===== config.mk =====
export PLATFORM = sky130hd
export DESIGN_NAME = unidad_logica_reg
export DESIGN_NICKNAME = d
export VERILOG_FILES = /design/src/rtl/unidad_logica_reg.sv
export SDC_FILE = /design/constraint.sdc
export NUM_CORES = 1
export LEC_CHECK = 0
export BUFFER_PORTS_ARGS = -buffer_cell sky130_fd_sc_hd__buf_2
export CAP_MARGIN = 20
export CORE_ASPECT_RATIO = 1.4
export CORE_MARGIN = 10
export CORE_UTILIZATION = 35
export CTS_BUF_LIST = sky130_fd_sc_hd__clkbuf_4
export CTS_CLUSTER_DIAMETER = 120
export CTS_CLUSTER_SIZE = 40
export DETAILED_ROUTE_END_ITERATION = 6
export GPL_TIMING_DRIVEN = 0
export PLACE_DENSITY = 0.63
export SLEW_MARGIN = 20
export SYNTH_ARGS = -nofsm -noshare
export SYNTH_HDL_FRONTEND = slang
export SYNTH_SLANG_ARGS = --single-unit

===== constraint.sdc =====
create_clock -name clk -period 1.81 [get_ports clk]
set_input_delay 0.2715 -clock clk [delete_from_list [all_inputs] [get_ports clk]]
set_output_delay 0.2715 -clock clk [all_outputs]
set_load 0.005 [all_outputs]

===== src/rtl/unidad_logica_reg.sv =====
// unidad_logica_reg: registered bitwise logic unit with a one-deep output
// register, valid/ready handshake, accumulator feedback and transfer counter.
//
// Handshake: an input is accepted when in_valid && in_ready, where
// in_ready = !out_valid || out_ready; an output transfer happens when
// out_valid && out_ready. Both may occur in the same cycle (full throughput).
//
// Optional macro FLAGS_EN adds registered zero_flag / parity_flag outputs.
module unidad_logica_reg #(
  parameter int WIDTH = 8,
  parameter int CNT_W = 8
) (
  input  logic             clk,
  input  logic             rst,
  input  logic             in_valid,
  output logic             in_ready,
  input  logic [WIDTH-1:0] a,
  input  logic [WIDTH-1:0] b,
  input  logic [2:0]       op,
  input  logic             acc_en,
  input  logic             acc_clr,
  output logic [WIDTH-1:0] y,
  output logic             out_valid,
  input  logic             out_ready,
  output logic [CNT_W-1:0] op_count
`ifdef FLAGS_EN
  ,
  output logic             zero_flag,
  output logic             parity_flag
`endif
);

  logic [WIDTH-1:0] y_q, y_d;
  logic             valid_q, valid_d;
  logic [WIDTH-1:0] acc_q, acc_d;
  logic [CNT_W-1:0] cnt_q, cnt_d;
  logic [WIDTH-1:0] beff;
  logic [WIDTH-1:0] result;
  logic             accept;
  logic             xfer;

  assign in_ready  = !valid_q || out_ready;
  assign accept    = in_valid && in_ready;
  assign xfer      = valid_q && out_ready;
  assign y         = y_q;
  assign out_valid = valid_q;
  assign op_count  = cnt_q;

  // Effective operand B: direct input, accumulator, or zero when clearing
  always_comb begin
    beff = b;
    if (acc_en) begin
      beff = acc_clr ? '0 : acc_q;
    end
  end

  // Bitwise operation select
  always_comb begin
    result = '0;
    unique case (op)
      3'd0: result = a & beff;
      3'd1: result = ~(a & beff);
      3'd2: result = a | beff;
      3'd3: result = ~(a | beff);
      3'd4: result = ~a;
      3'd5: result = a ^ beff;
      3'd6: result = ~(a ^ beff);
      3'd7: result = a;
      default: result = '0;
    endcase
  end

  // Next-state: output register, accumulator and transfer counter
  always_comb begin
    y_d     = y_q;
    valid_d = valid_q;
    acc_d   = acc_q;
    cnt_d   = cnt_q + CNT_W'(xfer);
    if (accept) begin
      y_d     = result;
      valid_d = 1'b1;
      acc_d   = result;
    end else begin
      if (xfer) begin
        valid_d = 1'b0;
      end
      if (acc_clr) begin
        acc_d = '0;
      end
    end
  end

  // State registers, asynchronously cleared
  always_ff @(posedge clk or posedge rst) begin
    if (rst) begin
      y_q     <= '0;
      valid_q <= 1'b0;
      acc_q   <= '0;
      cnt_q   <= '0;
    end else begin
      y_q     <= y_d;
      valid_q <= valid_d;
      acc_q   <= acc_d;
      cnt_q   <= cnt_d;
    end
  end

`ifdef FLAGS_EN
  logic zero_q, parity_q;

  // Result flags, loaded alongside y on accept
  always_ff @(posedge clk or posedge rst) begin
    if (rst) begin
      zero_q   <= 1'b0;
      parity_q <= 1'b0;
    end else if (accept) begin
      zero_q   <= (result == '0);
      parity_q <= ^result;
    end
  end

  assign zero_flag   = zero_q;
  assign parity_flag = parity_q;
`endif

endmodule


==> impl_metrics.yaml, run 1 <==
route:
  wl_per_cell_um: 15.1
  vias: 1590
  drc: 0
  via_per_inst: 5.00
  firstDrtPassIters: 4
  dr.first_iter.drc_count: 62
  drt-total-wl_mm: 4.80
  drtAntennaViolNets: 0
die:
  ioPinCount: 43
  start_util: 0.366
  fp-row-count: 31
  chipWidth_um: 82.8
  die_y_um: 108
  coreArea_um2: 5280
  die_area_um2: 8930
run_status:
  failed_checks: "setup timing"
  status: "finished, violations left"
cts:
  clk_pin_slew_worst_paths_ps: 130
  cts_made_buffers: 3
  ctsHoldBuffers: 0
  post-cts-setup-buffer-count: 0
  cts-root-buf: "clkbuf_4"
  clock_latency_ps: 310
  h-tree-depth: 1
  cts_tree: "yes"
  cts.sinks: 25
  cts.path.max_buffers: 2
critical_path:
  critPathKind: "flop to flop"
  crit_required_ps: 2060
  crit_buf_inv: 1
  cp_max_fo: 2
  cp.arrival_ps: 2070
  cp-start-kind: "flop"
  slowest_delay_ps: 370
  worstPathCellList: "nor2b_2 -> mux2_4 -> inv_4 -> ha_4 -> mux2_4 -> a211oi_4 -> o221ai_2 -> nand2_1"
  cp_top_family: "multiplexers"
  cp_slowest_cell: "dfrtp_1"
  path_common_cell: "mux2_4"
  endpoint_kind: "flop"
timing:
  hold_ws_ps: 130
  fmax_mhz: 550
  post-route-min-period_ps: 1820
  slew_viol_final: 0
  rsz0062_at_grt: "true"
  skew_ps: 6.37
  setup_slack_ps: -8.56
  final_hold_viol_count: 0
  setup_viol: 5
  max_slew_margin: 0.399
  final.period_utilization: 1.00
  worst_pin_slew_ps: 900
power:
  ir_worst_vdd_mv: 0.258
  pwr-share-seq: 0.463
  p_int_mw: 1.09
  p_sw_mw: 0.548
  sw_frac_of_total: 0.334
  powerDensity_nw_per_um2: 671
  leakagePower_nw: 1.22
  p_comb_frac: 0.382
  clkPwrFrac: 0.155
place:
  place_area_um2: 2220
  gp_congestion: 0.755
  port_buffers: 40
  dp_hpwl_mm: 3.75
  dp_cells: 314
final_layout:
  utilization: 0.463
  register_area_um2: 626
  layout-drive-gt1-share: 0.349
  stdcell_count: 318
  finalNetCount: 296
  n_antenna_cell: 0
  syn2layout_area_growth_pct: 26.4
  finish.instance_area_um2: 2440
  fill_cells: 549
  mostFrequentLayoutCells: "buf_2, nand2_1, dfrtp_1"
  multi_input_area_um2: 1350
  final_common_cell: "buf_2"
grt:
  grt_max_degree: 26
  grt_pass1_wl_mm: 7.53
  antenna_found_initial: 0
  grt_usage: 0.103
  grt_pass1_vias: 1659
  overflow: 0
synthesis:
  synth_cells: 208
  syn_area_um2: 1930
  yosysUniqueCellTypes: 39
  synthFlopType: "dfrtp_1"
  ys_ff_latch: 25
  synth.yosys.warnings: 0
  synth_top_area_share: 0.324
  synth_edf_count: 0
  async_reset_ff_frac: 1.00
  yosysSeqAreaShare: 0.324
  yosysTopAreaCell: "dfrtp_1"
  syn_nets: 251
  synthTopCellsByArea: "dfrtp_1, ha_1, nor2b_1"
  synth_area_per_cell_um2: 9.28
min_path:
  hp-class: "primary input to asynchronous set/reset pin"
job:
  max-cap-violations: 0
## area by class of cell
type / count / share of cell area
sequential: 25 / 0.256
tap: 66 / 0.0338
timing repair buffer: 40 / 0.0820
buffer: 10 / 0.0349
clock buffer: 4 / 0.0123
inverter: 18 / 0.0287
multi-input combinational: 155 / 0.552
## power groups by stage
| stage | sequential [mW] | combinational, mW | clock (mW) |
|---|---|---|---|
| floorplan | 0.772 | 0.329 | 0 |
| global placement | 0.768 | 0.539 | 0 |
| detailed placement | 0.771 | 0.554 | 0 |
| CTS | 0.760 | 0.593 | 0.262 |
| global route | 0.780 | 0.707 | 0.280 |
| finish | 0.758 | 0.626 | 0.254 |
## Yosys cell counts (2+ instances only)
| cell type | number |
|---|---|
| o221ai_1 | 3 |
| nand3_1 | 2 |
| a22o_1 | 3 |
| and2_1 | 2 |
| a211oi_1 | 7 |
| o21ai_1 | 4 |
| xnor2_1 | 4 |
| mux2_2 | 11 |
| clkbuf_1 | 2 |
| xor2_1 | 6 |
| nand2b_1 | 3 |
| dfrtp_1 | 25 |
| buf_6 | 4 |
| inv_1 | 18 |
| buf_2 | 2 |
| nor2_1 | 4 |
| nor2b_1 | 21 |
| mux2i_1 | 6 |
| ha_1 | 18 |
| nand2_1 | 31 |
| o32ai_1 | 4 |
| and3b_1 | 3 |
| o21ai_0 | 7 |
| a211o_1 | 3 |
## path summary, 6_finish.rpt
kind                       cells after the start           to   startpoint  slack [ps]
min in group clk                               2    out_valid     in_valid         190
setup reg to reg                               8         y[0]     acc_q[0]          -9
setup / recovery                               8         y[0]     acc_q[0]          -9
hold reg to reg                                1  op_count[7]  op_count[7]         480
hold / removal                                 2         y[1]          rst         130
max in group asynchronous                      2     acc_q[5]          rst        1120
## repair_timing
action	CTS	global route
pin swaps	10	17
endpoints found under the setup margin	10	16
gates resized for setup	21	20
## worst register-to-register path: stages, from the launching register on
cell and delay [ps]:
dfrtp_1 370, nor2b_2 150, mux2_4 290, inv_4 70, ha_4 190, mux2_4 270, a211oi_4 210, o221ai_2 130
nand2_1 90
## routing by layer
metal / global-route usage / vias up / wire (µm)
met5: 0 / - / 0
met4: 0.0360 / 0 / 49
met3: 0.0142 / 2 / 292
met2: 0.189 / 40 / 2520
met1: 0.115 / 743 / 1940
li1: - / 805 / -
## through the flow
step           setup TNS [ps]  setup WS (ps)  power [mW]
3_3_place_gp            -1160           -152        1.31
6_report                -36.5          -8.56        1.64
4_1_cts                  -169          -28.4        1.62
3_5_place_dp            -1490           -195        1.33
5_1_grt                  -864           -113        1.77
2_1_floorplan               0           13.6        1.10
## cells by family after synthesis
group	after synthesis	share of synthesized area
xor gates and xnor gates	10	0.0454
adders and majority gates	18	0.117
muxes	18	0.103
DFF	25	0.324
AOI/OAI and AO/OA	39	0.152
buffers and inverters	28	0.0739
and+or+nand+nor	70	0.185
## sequential cells by signal, summed over array words and instances, names as in the netlist
name	flops
op_count	8
y	8
acc_q	8
out_valid	1
(Power assumes the default switching activity.)
==> inputs of run 2 (changes only) <==
Settings changed: SKIP_CTS_REPAIR_TIMING set to 1.
==> run 2 against run 1 <==
Net effect:
- register-to-register slack worse by 50 ps
- clock skew is 2.1 ps lower
- sequential cell count unchanged
- sequential share of layout area up 0.37 points
- critical path type unchanged
- worst hold slack improved by 5.6 ps
- total power is 0.89% lower
- the flow still finishes with violations (setup timing)
- global-route usage shrank 0.40 points
- setup slack worse by 45 ps
- die area is the same
- highest routed layer unchanged
- sequential power is essentially flat
- core utilization is 0.66 points lower
==> impl_metrics.yaml, run 2 (synthesized netlist as in run 1, its figures left out) <==
timing:
  post-route-min-period_ps: 1860
  fin_tns_setup_ps: -236
  worst_pin_slew_ps: 912
  setup_viol: 7
  slew_viol_final: 0
  final_hold_viol_count: 0
  rsz0062_at_grt: "true"
  skew_ps: 4.29
  max_slew_margin: 0.391
  fmax_mhz: 537
  final.period_utilization: 1.03
  setup_slack_ps: -53.6
route:
  drc: 0
  top_layer: "met4"
  via_per_inst: 4.95
  drtAntennaViolNets: 0
  firstDrtPassIters: 4
  drt-total-wl_mm: 4.78
  vias: 1573
  met2_length_mm: 2.51
  wl_per_cell_um: 15.0
  wl_met3_um: 261
  wl_met1_mm: 1.97
  dr.first_iter.drc_count: 59
power:
  leakagePower_nw: 1.21
  ir_worst_vdd_mv: 0.258
  powerDensity_nw_per_um2: 675
critical_path:
  cp_max_fo: 2
  crit_required_ps: 2060
  worstPathCellList: "nor2b_1 -> mux2_4 -> inv_2 -> ha_4 -> mux2_2 -> a211oi_2 -> o221ai_2 -> nand2_1"
  cp.arrival_ps: 2120
  endpoint_kind: "flop"
  critPathKind: "flop to flop"
  cp_top_family: "multiplexers"
  cp-start-kind: "flop"
  cp_slowest_cell: "dfrtp_1"
  crit_buf_inv: 1
  slowest_delay_ps: 380
final_layout:
  syn2layout_area_growth_pct: 24.6
  mostFrequentLayoutCells: "buf_2, nand2_1, dfrtp_1"
  layout-drive-gt1-share: 0.345
  n_antenna_cell: 0
  stdcell_count: 318
  finalNetCount: 296
  final_common_cell: "buf_2"
cts:
  h-tree-depth: 1
  cts.path.max_buffers: 2
  cts.sinks: 25
  cts-root-buf: "clkbuf_4"
  clk_pin_slew_worst_paths_ps: 130
  cts_tree: "yes"
  clock_latency_ps: 300
  cts_made_buffers: 3
die:
  ioPinCount: 43
  coreArea_um2: 5280
  fp-row-count: 31
  chipWidth_um: 82.8
  die_y_um: 108
  die_area_um2: 8930
  start_util: 0.366
place:
  pre_cts_slack_ps: -195
  gp_congestion: 0.755
  port_buffers: 40
  dp_hpwl_mm: 3.75
  dp_cells: 314
grt:
  grt_pass1_vias: 1650
  grt_max_degree: 26
  antenna_found_initial: 0
  grt_pass1_wl_mm: 7.29
  grt_usage: 0.0992
  overflow: 0
run_status:
  failed_checks: "setup timing"
  status: "finished, violations left"
job:
  max-cap-violations: 0
min_path:
  hp-class: "primary input to asynchronous set/reset pin"
## run 2: area by class of cell
cell class / instances / area (µm²)
buffer: 10 / 85.1
clock buffer: 4 / 30.0
fill: 552 / 2870
inverter: 18 / 67.6
multi-input combinational: 155 / 1320
sequential: 25 / 626
tap: 66 / 82.6
timing repair buffer: 40 / 200
## run 2: final timing paths
| check | start | to | slack (ps) | cells after the start |
|---|---|---|---|---|
| hold / removal | rst | y[1] | 140 | 2 |
| setup / recovery | acc_q[0] | y[0] | -50 | 8 |
| min in group clk | in_valid | out_valid | 180 | 2 |
| setup reg to reg | acc_q[0] | y[0] | -50 | 8 |
| hold reg to reg | op_count[7] | op_count[7] | 480 | 1 |
| max in group asynchronous | rst | acc_q[5] | 1110 | 2 |
## run 2: power by group
| group | total (mW) | internal [mW] | switching, mW |
|---|---|---|---|
| logic | 0.610 | 0.306 | 0.304 |
| clock network | 0.255 | 0.101 | 0.154 |
| registers | 0.758 | 0.675 | 0.0830 |
| total | 1.62 | 1.08 | 0.541 |
## run 2: routing by layer
layer	global-route usage	vias up
li1	-	806
met1	0.110	739
met2	0.180	26
met3	0.0142	2
met4	0.0396	0
met5	0	-
## run 2: metrics by stage
stage,util,instance area (µm²),hold WS [ps],total power [mW]
6_report,0.456,2410,136,1.62
2_1_floorplan,-,1940,299,1.10
3_5_place_dp,0.421,2220,462,1.33
3_3_place_gp,0.421,2220,457,1.31
5_1_grt,0.456,2410,187,1.75
4_1_cts,0.427,2250,174,1.58
